$ cat src/rtl/div_seq_if.sv
// Handshake and data bundle between the control unit and the sequential divider.
interface div_seq_if;
   logic signed [31:0] A;
   logic signed [31:0] B;
   logic               DivInit;
   logic               DivStop;
   logic               Div_Zero;
   logic               Div_Busy;
   logic signed [31:0] Hi;
   logic signed [31:0] Lo;

   modport master (output A, B, DivInit,
                   input  DivStop, Div_Zero, Div_Busy, Hi, Lo);
   modport slave  (input  A, B, DivInit,
                   output DivStop, Div_Zero, Div_Busy, Hi, Lo);
endinterface

$ cat src/rtl/div_seq.sv
// Sequential signed 32-bit restoring divider: 32 magnitude steps, then a sign fix-up.
// Quotient truncates toward zero and the remainder takes the dividend's sign.
module div_seq (
   input  logic      clk,
   input  logic      reset,
   div_seq_if.slave  d
);
   localparam int DATA_W = 32;

   typedef enum logic [1:0] {IDLE, RUN, FIX, DONE} state_t;

   state_t            state;
   logic [DATA_W-1:0] quo;
   logic [DATA_W-1:0] dvs;
   logic [DATA_W-1:0] rem;
   logic [5:0]        cnt;
   logic              q_neg;
   logic              r_neg;

   logic [DATA_W:0]   rem_sh;
   logic [DATA_W-1:0] rem_sub;
   logic              fits;

   function automatic logic [DATA_W-1:0] mag(input logic signed [DATA_W-1:0] v);
      logic [DATA_W-1:0] u;
      u = v;
      return v[DATA_W-1] ? (~u + 1'b1) : u;
   endfunction

   function automatic logic [DATA_W-1:0] neg_if(input logic [DATA_W-1:0] v, input logic s);
      return s ? (~v + 1'b1) : v;
   endfunction

   // Shifted partial remainder needs 33 bits; after a successful subtract it fits in 32 again.
   always_comb begin
      rem_sh  = {rem, quo[DATA_W-1]};
      fits    = (rem_sh >= {1'b0, dvs});
      rem_sub = rem_sh[DATA_W-1:0] - dvs;
   end

   always_ff @(posedge clk or posedge reset) begin
      if (reset) begin
         state      <= IDLE;
         quo        <= '0;
         dvs        <= '0;
         rem        <= '0;
         cnt        <= '0;
         q_neg      <= 1'b0;
         r_neg      <= 1'b0;
         d.Hi       <= '0;
         d.Lo       <= '0;
         d.DivStop  <= 1'b0;
         d.Div_Zero <= 1'b0;
         d.Div_Busy <= 1'b0;
      end else begin
         d.DivStop  <= 1'b0;
         d.Div_Zero <= 1'b0;
         case (state)
            IDLE: begin
               if (d.DivInit) begin
                  if (d.B == '0) begin
                     d.Div_Zero <= 1'b1;
                  end else begin
                     quo        <= mag(d.A);
                     dvs        <= mag(d.B);
                     rem        <= '0;
                     cnt        <= '0;
                     q_neg      <= d.A[DATA_W-1] ^ d.B[DATA_W-1];
                     r_neg      <= d.A[DATA_W-1];
                     d.Div_Busy <= 1'b1;
                     state      <= RUN;
                  end
               end
            end
            RUN: begin
               rem <= fits ? rem_sub : rem_sh[DATA_W-1:0];
               quo <= {quo[DATA_W-2:0], fits};
               cnt <= cnt + 6'd1;
               if (cnt == 6'd31)
                  state <= FIX;
            end
            FIX: begin
               d.Lo      <= neg_if(quo, q_neg);
               d.Hi      <= neg_if(rem, r_neg);
               d.DivStop <= 1'b1;
               state     <= DONE;
            end
            DONE: begin
               d.Div_Busy <= 1'b0;
               state      <= IDLE;
            end
            default: state <= IDLE;
         endcase
      end
   end
endmodule

$ cat src/flat_wrapper.sv
// flat-port wrapper written by rule: the top's interface ports become plain ports
module div_seq_flat 
  (clk, reset, d_A, d_B, d_DivInit, d_DivStop, d_Div_Zero, d_Div_Busy, d_Hi, d_Lo);
  div_seq_if d_i ();
  input  logic clk;
  input  logic reset;
  input wire logic [$bits(d_i.A)-1:0] d_A;
  input wire logic [$bits(d_i.B)-1:0] d_B;
  input wire logic [$bits(d_i.DivInit)-1:0] d_DivInit;
  output wire logic [$bits(d_i.DivStop)-1:0] d_DivStop;
  output wire logic [$bits(d_i.Div_Zero)-1:0] d_Div_Zero;
  output wire logic [$bits(d_i.Div_Busy)-1:0] d_Div_Busy;
  output wire logic [$bits(d_i.Hi)-1:0] d_Hi;
  output wire logic [$bits(d_i.Lo)-1:0] d_Lo;
  assign d_i.A = d_A;
  assign d_i.B = d_B;
  assign d_i.DivInit = d_DivInit;
  assign d_DivStop = d_i.DivStop;
  assign d_Div_Zero = d_i.Div_Zero;
  assign d_Div_Busy = d_i.Div_Busy;
  assign d_Hi = d_i.Hi;
  assign d_Lo = d_i.Lo;
  div_seq u_core (.clk(clk), .reset(reset), .d(d_i));
endmodule
$ cat config.mk
export PLATFORM = sky130hd
export DESIGN_NAME = div_seq_flat
export DESIGN_NICKNAME = d
export VERILOG_FILES = /design/src/rtl/div_seq_if.sv /design/src/rtl/div_seq.sv /design/src/flat_wrapper.sv
export SDC_FILE = /design/constraint.sdc
export NUM_CORES = 1
export LEC_CHECK = 0
export CAP_MARGIN = 25
export CORE_ASPECT_RATIO = 0.8
export CORE_MARGIN = 2
export CORE_UTILIZATION = 50
export DETAILED_ROUTE_END_ITERATION = 8
export PLACE_DENSITY = 0.83
export SLEW_MARGIN = 0
export SYNTH_ARGS = -nofsm -noshare
export SYNTH_HDL_FRONTEND = slang
export SYNTH_SLANG_ARGS = --single-unit
$ cat constraint.sdc
create_clock -name clk -period 8.69 [get_ports clk]
set_clock_uncertainty 0.05 [all_clocks]
set_input_delay 1.738 -clock clk [delete_from_list [all_inputs] [get_ports clk]]
set_output_delay 1.738 -clock clk [all_outputs]
set_load 0.01 [all_outputs]
==> results of run 1 <==
[logic make-up (layout without fill, tap and decap cells)]
logic type / after synthesis / count (layout) / share of synthesized area [%]
AOI/OAI and AO/OA: 375 / 375 / 19.9
xor gates and xnor gates: 147 / 147 / 11.4
adders and majority gates: 43 / 43 / 4.84
buffers and inverters: 120 / 229 / 4.28
DFF: 173 / 173 / 38.4
muxes: 50 / 50 / 4.55
and+or+nand+nor: 395 / 395 / 16.6
[critical path, stage by stage]
cell and delay, ns:
clkdlybuf4s50_1 0.46, or4_1 0.60, or4_1 0.52, nor4_2 0.45, a21oi_4 0.09, buf_4 0.33, a21oi_4 0.76, buf_4 0.52
mux2_2 0.38
[Yosys cell counts, types with 17 or more instances]
master | instances | area (um^2)
nand2_1 | 126 | 473
dfrtp_1 | 173 | 4330
nor2_1 | 132 | 495
nor3_1 | 17 | 85.1
mux2i_1 | 40 | 400
a21o_1 | 18 | 135
xnor2_1 | 44 | 385
xor2_1 | 103 | 902
clkbuf_1 | 55 | 206
ha_1 | 42 | 526
a21oi_1 | 132 | 661
o21ai_0 | 121 | 606
nand3_1 | 20 | 100
inv_1 | 53 | 199
o31ai_1 | 40 | 300
[sequential cells by signal, summed over array words and instances (netlist names)]
name / count
u_core.r_neg: 1
u_core.dvs: 32
u_core.d.Hi: 32
u_core.quo: 32
u_core.d.Div_Busy: 1
u_core.state: 2
u_core.q_neg: 1
u_core.d.Div_Zero: 1
u_core.rem: 32
u_core.d.Lo: 32
u_core.d.DivStop: 1
u_core.cnt: 6
[how the worst max path moves through the flow]
stage             from        endpoint  slack, ns  cells past startpoint
4_1_cts        d_B[12]  u_core.quo[30]       3.13                      9
5_1_grt        d_B[12]  u_core.quo[30]       2.83                      9
3_5_place_dp   d_B[12]  u_core.quo[28]       2.67                      9
3_3_place_gp   d_B[12]  u_core.quo[30]       2.74                      9
2_1_floorplan    reset   u_core.cnt[0]       2.21                      1
6_report       d_B[12]  u_core.quo[30]       3.09                      9
[area by class of cell]
class	instances	area (um^2)	area share (%)
multi-input combinational	1010	6520	48.0
timing repair buffer	145	1520	11.2
clock inverter	12	163	1.20
sequential	173	4330	31.9
clock buffer	19	453	3.34
tap	306	383	2.82
inverter	53	204	1.50
[stage by stage]
stage | hold slack (ns) | total power, mW | instances | worst slack [ns]
finish | 0.461 | 4.81 | 1718 | 3.09
global route | 0.474 | 5.17 | 1718 | 2.83
CTS | 0.459 | 4.78 | 1714 | 3.13
detailed placement | 0.450 | 3.96 | 1683 | 2.67
global placement | 0.438 | 3.86 | 1682 | 2.74
floorplan | 0.411 | 3.15 | 1303 | 2.21
[power by group through the flow]
stage	registers [mW]	logic (mW)	clock network [mW]
6_report	1.47	2.55	0.794
3_5_place_dp	1.48	2.48	0
5_1_grt	1.51	2.82	0.836
2_1_floorplan	1.45	1.71	0
4_1_cts	1.47	2.50	0.805
3_3_place_gp	1.46	2.40	0
[routing by layer]
| layer | part of all wire, % | up-vias | routed length, um |
|---|---|---|---|
| li1 | - | 4803 | - |
| met1 | 49 | 4737 | 13800 |
| met2 | 44 | 304 | 12500 |
| met3 | 6.4 | 25 | 1820 |
| met4 | 1.1 | 0 | 302 |
| met5 | 0 | - | 0 |
==> impl_metrics.json, run 1 <==
{
  "drtIter0Drc": 898,
  "initial_utilization_pct": 50.5,
  "synth_async_sr_flop_share_pct": 100,
  "syn_inst": 1303,
  "die_w_um": 172,
  "p_seq_share_pct": 30.5,
  "finalHoldViolations": 0,
  "critPathLaunchType": "primary input",
  "drc": 0,
  "cts_tree": "yes",
  "status": "finished, final reports clean",
  "setup-violations-final": 0,
  "cts_buffer_depth": 2,
  "routed_wl_um": 28400,
  "grt_antenna_before_repair": 0,
  "pwr-share-comb_pct": 53.0,
  "min-delay-start": "u_core.d.Lo[25]",
  "route.antenna.remaining_nets": 0,
  "grt_pass1_vias": 9081,
  "crit_required_ns": 8.96,
  "grt_usage_pct": 24.1,
  "drt_pass1_iterations": 6,
  "synth_seq_cells": 173,
  "synth_nets": 1413,
  "synth_area_mm2": 0.0113,
  "placed_cell_area_mm2": 0.0128,
  "dr_total_vias": 9869,
  "cts_inserted_buffers": 17,
  "post_cts_buffers": 0,
  "grt_max_degree": 106,
  "worstSetupPathType": "in -> reg",
  "met3_usage_pct": 4.12,
  "cts_resized": 0,
  "p_clk_share_pct": 16.5,
  "end_kind": "flop",
  "p_int_mw": 2.74,
  "maxCapViolations": 0,
  "worst_pin_slew_ns": 1.04,
  "htreeDepth": 4,
  "final_cell_mix": "173 x dfrtp_1, 133 x clkdlybuf4s50_1, 132 x nor2_1, 131 x a21oi_1, 126 x nand2_1",
  "area_growth_pct": 20.3,
  "syn_area_per_cell_um2": 8.66,
  "std_cell_rows": 49,
  "grt_first_pass_wirelength_um": 46000,
  "switchingPower_mw": 2.07,
  "use_met2_pct": 35.2,
  "fin_crit_ns": 5.60,
  "holdCritPathClass": "reg -> reg",
  "max_freq_ghz": 0.179,
  "dieArea_mm2": 0.0238,
  "ir_drop_mv": 0.180,
  "postLayoutCoreUtil_pct": 60.8,
  "nNetsFinal": 1510,
  "fillCellCount": 1943,
  "vias_per_cell": 5.74,
  "avgRoutedWirePerCell_um": 16.6,
  "io_pins": 134,
  "finalCritPeriodShare_pct": 64.5,
  "busiest_layer": "met1",
  "gp_congestion": 0.943,
  "hold_end": "u_core.d.Lo[25]",
  "sw_frac_of_total_pct": 43.0,
  "worstRegToRegCells": 13,
  "grt_use_met1_pct": 36.9,
  "ys_types": 68,
  "p_leak_nw": 5.86,
  "p_per_area_mw_per_mm2": 354,
  "reg2reg_to": "u_core.rem[30]",
  "yosysSeqAreaShare_pct": 38.4,
  "insertion_delay_ns": 0.44,
  "ff2ff_setup_slack_ns": 4.68,
  "die_h_um": 138,
  "drive_gt1_share_pct": 5.88,
  "hpwl_um": 20700,
  "core_mm2": 0.0223,
  "ys_warn_count": 0,
  "maxSlewViolCount": 0,
  "slew_headroom_pct": 30.6,
  "layout_commonest_cell": "dfrtp_1",
  "whs_path_depth": 1,
  "grt_overflow_total": 0,
  "critical_path_arrival_ns": 5.87,
  "final_cell_area_mm2": 0.0136,
  "root_buffer": "clkbuf_16",
  "synth_edf_count": 0,
  "num_antenna_cells": 0,
  "rsz0062_at_grt": "false",
  "holdBufCountCts": 0,
  "port_buffers": 133,
  "synth_flop_cell": "dfrtp_1",
  "r2r_start": "u_core.quo[31]",
  "setup_tns_ns": 0,
  "clk_pin_slew_ns": 0.06,
  "worstPathMaxFanout": 68,
  "clock_sinks": 173
}
Power figures use the tool's default switching activity.
==> run 2, diff against run 1 <==
- clock period: 8.69 -> 5.7 ns (I/O delays scaled with it)
==> run 2 against run 1 <==
Sequential cell count stayed put. Sequential power up 50%. Via count up 0.55%. Non-clock buffer count unchanged. Wire length up 0.54%. Critical endpoint is now u_core.quo[14].
==> impl_metrics.json, run 2 (synthesized netlist as in run 1, its figures left out) <==
{
  "setup_tns_ns": 0,
  "die_h_um": 138,
  "gp_congestion": 0.940,
  "holdBufCountCts": 0,
  "die_w_um": 172,
  "worstPathMaxFanout": 36,
  "r2r_start": "u_core.quo[31]",
  "cts_buffer_depth": 2,
  "routed_wl_um": 28600,
  "crit_required_ns": 5.94,
  "fin_crit_ns": 4.38,
  "dr_total_vias": 9923,
  "drt_pass1_iterations": 5,
  "setup-violations-final": 0,
  "worst_pin_slew_ns": 0.958,
  "clk_pin_slew_ns": 0.07,
  "num_antenna_cells": 0,
  "hold_end": "u_core.d.Hi[23]",
  "grt_overflow_total": 0,
  "final_cells": 1719,
  "rsz0062_at_grt": "false",
  "finalCritPeriodShare_pct": 76.9,
  "hpwl_um": 20900,
  "cts_resized": 0,
  "insertion_delay_ns": 0.44,
  "whs_path_depth": 2,
  "maxCapViolations": 0,
  "vias_per_cell": 5.77,
  "layout_commonest_cell": "dfrtp_1",
  "p_per_area_mw_per_mm2": 537,
  "grt_max_degree": 174,
  "post_cts_buffers": 0,
  "holdCritPathClass": "reg -> reg",
  "critical_path_arrival_ns": 4.62,
  "grt_usage_pct": 24.4,
  "route.antenna.remaining_nets": 0,
  "io_pins": 134,
  "p_leak_nw": 5.83,
  "ir_drop_mv": 0.234,
  "grt_antenna_before_repair": 0,
  "reg2reg_to": "u_core.rem[30]",
  "min-delay-start": "u_core.d.Hi[23]",
  "grt_first_pass_wirelength_um": 46900,
  "pre_cts_ws_ns": 0.884,
  "worstSetupPathType": "in -> reg",
  "nNetsFinal": 1510,
  "ff2ff_setup_slack_ns": 1.67,
  "critPathLaunchType": "primary input",
  "port_buffers": 133,
  "crit_chain": "clkdlybuf4s50_1 > or4_1 > or4_1 > nor4_2 > a21oi_4 > a21oi_4 > buf_4 > o21ai_0",
  "cts_inserted_buffers": 17,
  "maxSlewViolCount": 0,
  "drc": 0,
  "crit_path_max_incr_delay_ns": 0.65,
  "area_growth_pct": 19.5,
  "postLayoutCoreUtil_pct": 60.4,
  "grt_pass1_vias": 9197,
  "cts_tree": "yes",
  "finalHoldViolations": 0,
  "dieArea_mm2": 0.0238,
  "clock_sinks": 173,
  "final_cell_mix": "173 x dfrtp_1, 133 x clkdlybuf4s50_1, 132 x nor2_1, 131 x a21oi_1, 126 x nand2_1",
  "drive_gt1_share_pct": 5.94,
  "dp.cells": 1685,
  "status": "finished, final reports clean",
  "drtIter0Drc": 887,
  "avgRoutedWirePerCell_um": 16.6,
  "core_mm2": 0.0223,
  "crit_slowest_cell": "a21oi_4",
  "max_freq_ghz": 0.228,
  "initial_utilization_pct": 50.5,
  "end_kind": "flop",
  "worst_slack_ns": 1.32,
  "std_cell_rows": 49,
  "htreeDepth": 4,
  "worstRegToRegCells": 13,
  "slew_headroom_pct": 36.1,
  "root_buffer": "clkbuf_16"
}
==> run 2: cell types whose count changed in the layout (fill, tap and decap cells not counted), sizes merged <==
| cell | change |
|---|---|
| bufinv | -2 |
| clkbuf | -1 |
| clkinv | +3 |
| inv | +1 |
==> run 2: per-layer routing <==
layer	global-route usage, %	wire [um]
met1	37.8	13900
met2	35.4	12300
met3	5.18	2190
met4	4.64	270
met5	0	0
==> run 2: area by class of cell <==
cell class,count,area (um^2)
Fill cell,1955,8830
Multi-Input combinational cell,1010,6520
Sequential cell,173,4330
Timing Repair Buffer,145,1470
Clock buffer,18,439
Tap cell,306,383
Inverter,53,203
Clock inverter,14,138
==> run 2: power breakdown <==
group          total [mW]  switching, mW  internal, mW
clock network        1.14          0.521         0.621
logic                3.88           2.17          1.71
registers            2.21          0.463          1.75
==> run 2: stage by stage <==
stage          hold slack, ns  power (mW)  area (um^2)
4_1_cts                 0.472        7.21        13400
6_report                0.469        7.24        13500
2_1_floorplan           0.411        4.81        11300
3_5_place_dp            0.461        6.05        12900
5_1_grt                 0.494        7.83        13500
3_3_place_gp            0.438        5.91        12900
==> run 2: worst max path at each step <==
stage | start | to | slack [ns] | cells past startpoint
3_5_place_dp | d_B[12] | u_core.quo[6] | 0.88 | 8
5_1_grt | d_B[12] | u_core.quo[14] | 1.11 | 8
2_1_floorplan | d_B[13] | u_core.quo[28] | 2.08 | 7
4_1_cts | d_B[12] | u_core.quo[6] | 1.35 | 8
6_report | d_B[12] | u_core.quo[14] | 1.32 | 8
3_3_place_gp | d_B[12] | u_core.quo[8] | 1.03 | 8
==> run 2: critical path: cells and delay by family <==
family                 cells  cell delay (ns)
AND/OR/NAND/NOR            3             1.61
AO/OA/AOI/OAI              3             0.95
buffers and inverters      2             0.90
==> run 3, diff against run 2 <==
- clock period: 5.7 -> 4.1 ns (I/O delays scaled with it)
==> run 3 against run 2 <==
Clock power is 46% higher. First-iteration DRC count shrank 2.3%. Combinational power is 40% higher. Via count is 0.26% higher. Global-route usage increased by 0.067 points. Wire length up 0.13%. Worst setup slack got worse by 0.97 ns.
==> impl_metrics.json, run 3 (synthesized netlist as in run 1, its figures left out) <==
{
  "status": "finished, final reports clean",
  "drtIter0Drc": 867,
  "drc": 0,
  "critPathLaunchType": "flop",
  "sw_frac_of_total_pct": 43.2,
  "holdCritPathClass": "reg -> reg",
  "cts_buffer_depth": 2,
  "port_buffers": 133,
  "switchingPower_mw": 4.41,
  "end_kind": "flop",
  "gp_congestion": 0.909,
  "final_cell_mix": "173 x dfrtp_1, 133 x clkdlybuf4s50_1, 132 x nor2_1, 131 x a21oi_1, 126 x nand2_1",
  "crit_required_ns": 4.36,
  "holdBufCountCts": 0,
  "layout_commonest_cell": "dfrtp_1",
  "crit_path_max_incr_delay_ns": 0.50,
  "route.antenna.remaining_nets": 0,
  "cts_inserted_buffers": 17,
  "avgRoutedWirePerCell_um": 16.5,
  "area_growth_pct": 20.7,
  "hpwl_um": 21200,
  "worst_slack_ns": 0.345,
  "grt_pass1_vias": 9062,
  "cts_resized": 0,
  "worstPathMaxFanout": 3,
  "clock_sinks": 173,
  "cp_num_buf_inv": 3,
  "worst_pin_slew_ns": 0.986,
  "rsz0062_at_grt": "false",
  "pwr-share-comb_pct": 53.4,
  "worstSetupPathType": "reg -> reg",
  "crit_family": "compound AO/OA/AOI/OAI gates",
  "finalCritPeriodShare_pct": 91.6,
  "setup-violations-final": 0,
  "grt_antenna_before_repair": 0,
  "core_mm2": 0.0223,
  "std_cell_rows": 49,
  "maxSlewViolCount": 0,
  "root_buffer": "clkbuf_16",
  "drive_gt1_share_pct": 6.74,
  "p_leak_nw": 5.92,
  "die_h_um": 138,
  "ir_drop_mv": 0.352,
  "post_cts_buffers": 0,
  "maxCapViolations": 0,
  "clk_pin_slew_ns": 0.07,
  "io_pins": 134,
  "dieArea_mm2": 0.0238,
  "finalHoldViolations": 0,
  "critical_path_arrival_ns": 4.01,
  "grt_usage_pct": 24.5,
  "cts_tree": "yes",
  "p_per_area_mw_per_mm2": 750,
  "slew_headroom_pct": 34.1,
  "dr_total_vias": 9949,
  "crit_chain": "inv_1 > ha_1 > inv_1 > fa_1 > a21o_1 > a221oi_1 > nor4_1 > nor4_1 > o21ai_0 > a221oi_1 > buf_4 > nor4bb_1 > nor4_1 > o31ai_1",
  "grt_first_pass_wirelength_um": 46800,
  "p_seq_share_pct": 30.3,
  "grt_overflow_total": 0,
  "drt_pass1_iterations": 5,
  "insertion_delay_ns": 0.44,
  "setup_tns_ns": 0,
  "initial_utilization_pct": 50.5,
  "crit_top_cell": "nor4_1",
  "num_antenna_cells": 0,
  "grt_max_degree": 74,
  "p_clk_share_pct": 16.4,
  "routed_wl_um": 28600,
  "htreeDepth": 4,
  "crit_slowest_cell": "nor4_1",
  "vias_per_cell": 5.75,
  "die_w_um": 172,
  "nNetsFinal": 1522,
  "max_freq_ghz": 0.266,
  "fin_crit_ns": 3.75,
  "p_int_mw": 5.79,
  "pre_cts_ws_ns": 0.0626
}
==> run 3: layout make-up <==
type                            count  area (um^2)
Inverter                           53          203
Timing Repair Buffer              157         1570
Sequential cell                   173         4330
Fill cell                        1890         8700
Clock buffer                       19          453
Clock inverter                     13          154
Multi-Input combinational cell   1010         6520
Tap cell                          306          383
==> run 3: worst register-to-register path: stages (launching register included) <==
cell and delay, ns:
dfrtp_1 0.38, inv_1 0.12, ha_1 0.18, inv_1 0.05, fa_1 0.40, a21o_1 0.20, a221oi_1 0.37, nor4_1 0.10
nor4_1 0.50, o21ai_0 0.24, a221oi_1 0.37, buf_4 0.19, nor4bb_1 0.05, nor4_1 0.33, o31ai_1 0.11
==> run 3: power groups by stage <==
stage | sequential [mW] | combinational, mW | clock (mW)
after CTS | 3.08 | 5.44 | 1.70
after floorplan | 3.07 | 3.62 | 0
after detailed placement | 3.10 | 5.40 | 0
after global placement | 3.06 | 5.23 | 0
after global routing | 3.20 | 6.04 | 1.78
final | 3.09 | 5.45 | 1.67
==> run 3: metrics by stage <==
| step | hold WS [ns] | area (um^2) | instances | total power, mW | utilization [%] |
|---|---|---|---|---|---|
| after global placement | 0.438 | 13000 | 1699 | 8.29 | 58.3 |
| after floorplan | 0.411 | 11300 | 1303 | 6.68 | - |
| after CTS | 0.459 | 13600 | 1731 | 10.2 | 61.0 |
| after global routing | 0.493 | 13600 | 1731 | 11.0 | 61.0 |
| final | 0.462 | 13600 | 1731 | 10.2 | 61.0 |
| after detailed placement | 0.450 | 13000 | 1699 | 8.50 | 58.3 |
==> run 3: final timing paths <==
path                                start               to  slack, ns  depth (start not counted)
max in group asynchronous           reset  u_core.state[0]       2.35                          3
setup / recovery           u_core.quo[31]   u_core.rem[30]       0.35                         14
min in group asynchronous           reset     u_core.q_neg       0.87                          2
hold / removal              u_core.cnt[4]    u_core.cnt[4]       0.46                          1
setup reg to reg           u_core.quo[31]   u_core.rem[30]       0.35                         14
hold reg to reg             u_core.cnt[4]    u_core.cnt[4]       0.46                          1
==> run 3: per-layer routing <==
| layer | track usage, % | vias up | wire length (um) |
|---|---|---|---|
| met5 | 0 | - | 0 |
| met4 | 5.88 | 0 | 421 |
| met3 | 5.78 | 41 | 2090 |
| met2 | 34.2 | 353 | 12100 |
| met1 | 38.1 | 4720 | 14000 |
| li1 | - | 4835 | - |
